### src/rtl/piso_pkg.sv
// rtl/piso_pkg.sv - shared state type and idle line level for the serial transmitter
package piso_pkg;

    typedef enum logic {
        IDLE  = 1'b0,
        SHIFT = 1'b1
    } piso_state_t;

    localparam logic IDLE_SDO = 1'b0;

endpackage

### src/rtl/piso_bitcnt.sv
// rtl/piso_bitcnt.sv - enable-gated bit counter with clear and terminal-count flag
module piso_bitcnt #(
    parameter int WIDTH = 8,
    localparam int CW = $clog2(WIDTH)
) (
    input  logic clk,
    input  logic rst,
    input  logic en,
    input  logic clr,
    output logic tc
);

    logic [CW-1:0] count;

    // Saturates at WIDTH-1 so the count can never wrap past the last bit.
    always_ff @(posedge clk or posedge rst) begin
        if (rst) begin
            count <= '0;
        end else if (clr) begin
            count <= '0;
        end else if (en && !tc) begin
            count <= count + 1'b1;
        end
    end

    assign tc = (count == CW'(WIDTH - 1));

endmodule

### src/rtl/piso_tx.sv
// rtl/piso_tx.sv - parallel-in serial-out transmitter paced by a bit-rate tick
module piso_tx
    import piso_pkg::*;
#(
    parameter int WIDTH     = 8,
    parameter bit MSB_FIRST = 1'b1
) (
    input  logic             clk,
    input  logic             rst,
    input  logic             en,
    input  logic             load_valid,
    input  logic [WIDTH-1:0] load_data,
    output logic             load_ready,
    output logic             sdo,
    output logic             busy,
    output logic             done
);

    piso_state_t      state, state_d;
    logic [WIDTH-1:0] shreg, shreg_d;
    logic             sdo_d;
    logic             done_d;
    logic             cnt_clr;
    logic             cnt_en;
    logic             tc;

    piso_bitcnt #(.WIDTH(WIDTH)) u_bitcnt (
        .clk (clk),
        .rst (rst),
        .en  (cnt_en),
        .clr (cnt_clr),
        .tc  (tc)
    );

    always_ff @(posedge clk or posedge rst) begin
        if (rst) begin
            state <= IDLE;
            shreg <= '0;
            sdo   <= IDLE_SDO;
            done  <= 1'b0;
        end else begin
            state <= state_d;
            shreg <= shreg_d;
            sdo   <= sdo_d;
            done  <= done_d;
        end
    end

    // The bit currently on sdo always sits at the outgoing end of shreg.
    always_comb begin
        state_d = state;
        shreg_d = shreg;
        sdo_d   = sdo;
        done_d  = 1'b0;
        cnt_clr = 1'b0;
        cnt_en  = 1'b0;
        case (state)
            IDLE: begin
                sdo_d = IDLE_SDO;
                if (load_valid) begin
                    state_d = SHIFT;
                    shreg_d = load_data;
                    sdo_d   = MSB_FIRST ? load_data[WIDTH-1] : load_data[0];
                    cnt_clr = 1'b1;
                end
            end
            SHIFT: begin
                if (en) begin
                    if (tc) begin
                        state_d = IDLE;
                        sdo_d   = IDLE_SDO;
                        done_d  = 1'b1;
                    end else begin
                        cnt_en  = 1'b1;
                        shreg_d = MSB_FIRST ? {shreg[WIDTH-2:0], 1'b0}
                                            : {1'b0, shreg[WIDTH-1:1]};
                        sdo_d   = MSB_FIRST ? shreg[WIDTH-2] : shreg[1];
                    end
                end
            end
            default: state_d = IDLE;
        endcase
    end

    assign busy       = (state == SHIFT);
    assign load_ready = (state == IDLE);

endmodule
### config.mk
export PLATFORM = sky130hd
export DESIGN_NAME = piso_tx
export DESIGN_NICKNAME = d
export VERILOG_FILES = /design/src/rtl/piso_pkg.sv /design/src/rtl/piso_bitcnt.sv /design/src/rtl/piso_tx.sv
export SDC_FILE = /design/constraint.sdc
export NUM_CORES = 1
export LEC_CHECK = 0
export CORE_AREA = 3 3 54 56
export CTS_BUF_LIST = sky130_fd_sc_hd__clkbuf_8
export CTS_CLUSTER_DIAMETER = 40
export DETAILED_ROUTE_END_ITERATION = 16
export DIE_AREA = 0 0 57 59
export GPL_ROUTABILITY_DRIVEN = 0
export PLACE_DENSITY = 0.56
export REMOVE_ABC_BUFFERS = 1
export SYNTH_ARGS = -nofsm -noshare
export SYNTH_HDL_FRONTEND = slang
export SYNTH_SLANG_ARGS = --single-unit
### constraint.sdc
create_clock -name clk -period 1.8 [get_ports clk]
set_clock_uncertainty 0.2 [all_clocks]
set_input_delay 0.18 -clock clk [delete_from_list [all_inputs] [get_ports clk]]
set_output_delay 0.18 -clock clk [all_outputs]
set_load 0.01 [all_outputs]
==> metrics.yaml <==
layout:
  synthToLayoutAreaGrowth_pct: 33.1
  antenna_cells: 0
  n_fill_cell: 269
  register_area_sq_um: 325
  layout.nets: 91
  final_common_cell: "clkdlybuf4s50_1"
  post-route-util_pct: 32.7
  fin_cells: 106
  multi_input_area_sq_um: 229
  mostFrequentLayoutCells: "clkdlybuf4s50_1 (15), dfrtp_1 (13), nor2_1 (8), a21oi_1 (7), o22ai_1 (6)"
  drive_gt1_share_pct: 6.58
global_route:
  grt_pass1_wl_mm: 1.87
  grt_pass1_vias: 408
  grt_max_degree: 20
  antenna_found_initial: 0
  grt_util_all_layers_pct: 7.40
  grt_overflow_total: 0
clock_network:
  post_cts_buffers: 0
  hold_buffers: 0
  cts_htree_levels: 1
  clock_latency_ns: 0.24
  clk_pin_slew_ns: 0.05
  cts-resized-gates: 0
  clockRootBuffer: "clkbuf_8"
  cts_inserted_buffers: 3
  clk_path_buf_depth: 2
  cts_tree: "done"
  cts.sinks: 13
place:
  place_inst: 102
  io_buffers: 15
  dpl.hpwl_um: 799
logic_synthesis:
  netlist_area_sq_um: 608
  ys_seq_area_share_pct: 53.5
  postSynthAreaPerCell_sq_um: 10.1
  ys_warn_count: 0
  netlist_instances: 60
  ys_seq_elements: 13
  synth.distinct_cells: 17
critical_path:
  cp-end-kind: "output pin"
  startpoint_type: "flip-flop"
  worstPathRequired_ns: 1.42
  crit_buf_inv: 1
  worstPathArrival_ns: 1.36
  crit_chain: "clkdlybuf4s50_1"
  critPathSlowestCell: "clkdlybuf4s50_1"
  cp_slowest_stage_delay_ns: 0.60
  cp_max_fo: 9
  crit_type: "flip-flop to output pin"
  cp_top_family: "buffers and inverters"
route:
  drtIter0Drc: 12
  vias: 467
  drt-total-wl_mm: 1.12
  ant_nets: 0
  drtPass1Iterations: 4
  drcViolationCount: 0
  via_per_inst: 4.41
  wire_per_inst_um: 10.6
sta:
  finalHoldViolCount: 0
  timing.hold.ws_ns: 0.0601
  period_share_pct: 96.5
  period_needed_ns: 1.74
  tightest_slew_ns: 0.494
  setup_tns_ns: 0
  slew_headroom_pct: 67.1
  grt_setup_unrepaired: "no"
  finalSetupViolCount: 0
  slew_violations: 0
  fmax_ghz: 0.575
status:
  status: "finished clean"
flow_run:
  maxCapViolCount: 0
floorplan:
  die_width_um: 57
  pin_count: 16
  die-area_sq_um: 3360
  rows: 18
  fp.dieH_um: 59
  fp.coreArea_sq_um: 2480
  initial_core_util_pct: 24.5
pwr:
  leakage_nw: 0.359
  ir_drop_mv: 0.696
  power_density_nw_per_um2: 1320
worst_hold_path:
  hold_path.class: "input pin to asynchronous set/reset pin"
[cell type report]
type	count	share of cell area (%)
Timing Repair Buffer	16	19.5
Clock buffer	3	5.10
Tap cell	30	4.64
Clock inverter	1	0.464
Multi-Input combinational cell	39	28.3
Sequential cell	13	40.2
Inverter	4	1.85
[state kept, by name, indices dropped and copies added (netlist names)]
| name | cells |
|---|---|
| busy | 1 |
| done | 1 |
| sdo | 1 |
| shreg | 7 |
| u_bitcnt.count | 3 |
[synth_stat cells]
cell type	count	area, sq um
nand3b_1	1	7.51
nand3_1	4	20.0
buf_6	3	33.8
o22ai_1	6	37.5
a21oi_1	7	35.0
nand3b_4	1	20.0
nand2b_1	2	12.5
nand2_1	2	7.51
buf_2	1	5.00
nor2b_1	1	6.26
o21ai_1	3	15.0
and3_1	1	6.26
a31oi_1	1	6.26
dfrtp_1	13	325
ha_1	2	25.0
nor2_1	8	30.0
inv_1	4	15.0
[per-stage QoR]
step           area [sq um]  power (mW)  setup slack [ns]
5_1_grt                 810        1.16            0.0101
3_3_place_gp            764       0.809             0.173
4_1_cts                 810        1.08            0.0505
2_1_floorplan           569       0.694             0.253
6_report                810        1.07            0.0622
3_5_place_dp            764       0.823             0.122
[path summary, 6_finish.rpt]
kind | cells past startpoint | slack (ns) | start | end
hold reg to reg | 2 | 0.29 | shreg[0]$_DFFE_PP0P_ | shreg[0]$_DFFE_PP0P_
min in group clk | 3 | 0.28 | load_data[0] | shreg[0]$_DFFE_PP0P_
max in group asynchronous | 2 | 1.01 | rst | sdo$_DFFE_PP0P_
setup reg to reg | 5 | 0.11 | u_bitcnt.count[0]$_DFFE_PP0P_ | shreg[6]$_DFFE_PP0P_
hold / removal | 2 | 0.06 | rst | shreg[0]$_DFFE_PP0P_
setup / recovery | 1 | 0.06 | busy$_DFF_PP0_ | busy
[power by group]
group	switching, mW	internal [mW]
registers	0.0719	0.406
clock network	0.0979	0.150
logic	0.157	0.182
[kinds of logic (layout without fill, tap and decap cells)]
family                   count (synthesis)  in the layout  share of synthesized area [%]
AO/OA/AOI/OAI                           17             17                           15.4
flip-flops                              13             13                           53.5
AND/OR/NAND/NOR                         20             20                           18.1
adder cells (fa/ha/maj)                  2              2                           4.11
buffers and inverters                    8             24                           8.85
[layer usage]
metal  GRT usage [%]  vias to the layer above  part of all wire [%]
met5               0                        -                     0
met4            1.99                        0                     0
met3            4.79                        0                   8.6
met2            10.3                       18                    45
met1            9.49                      209                    46
li1                -                      240                     -
Power figures use the tool's default switching activity.
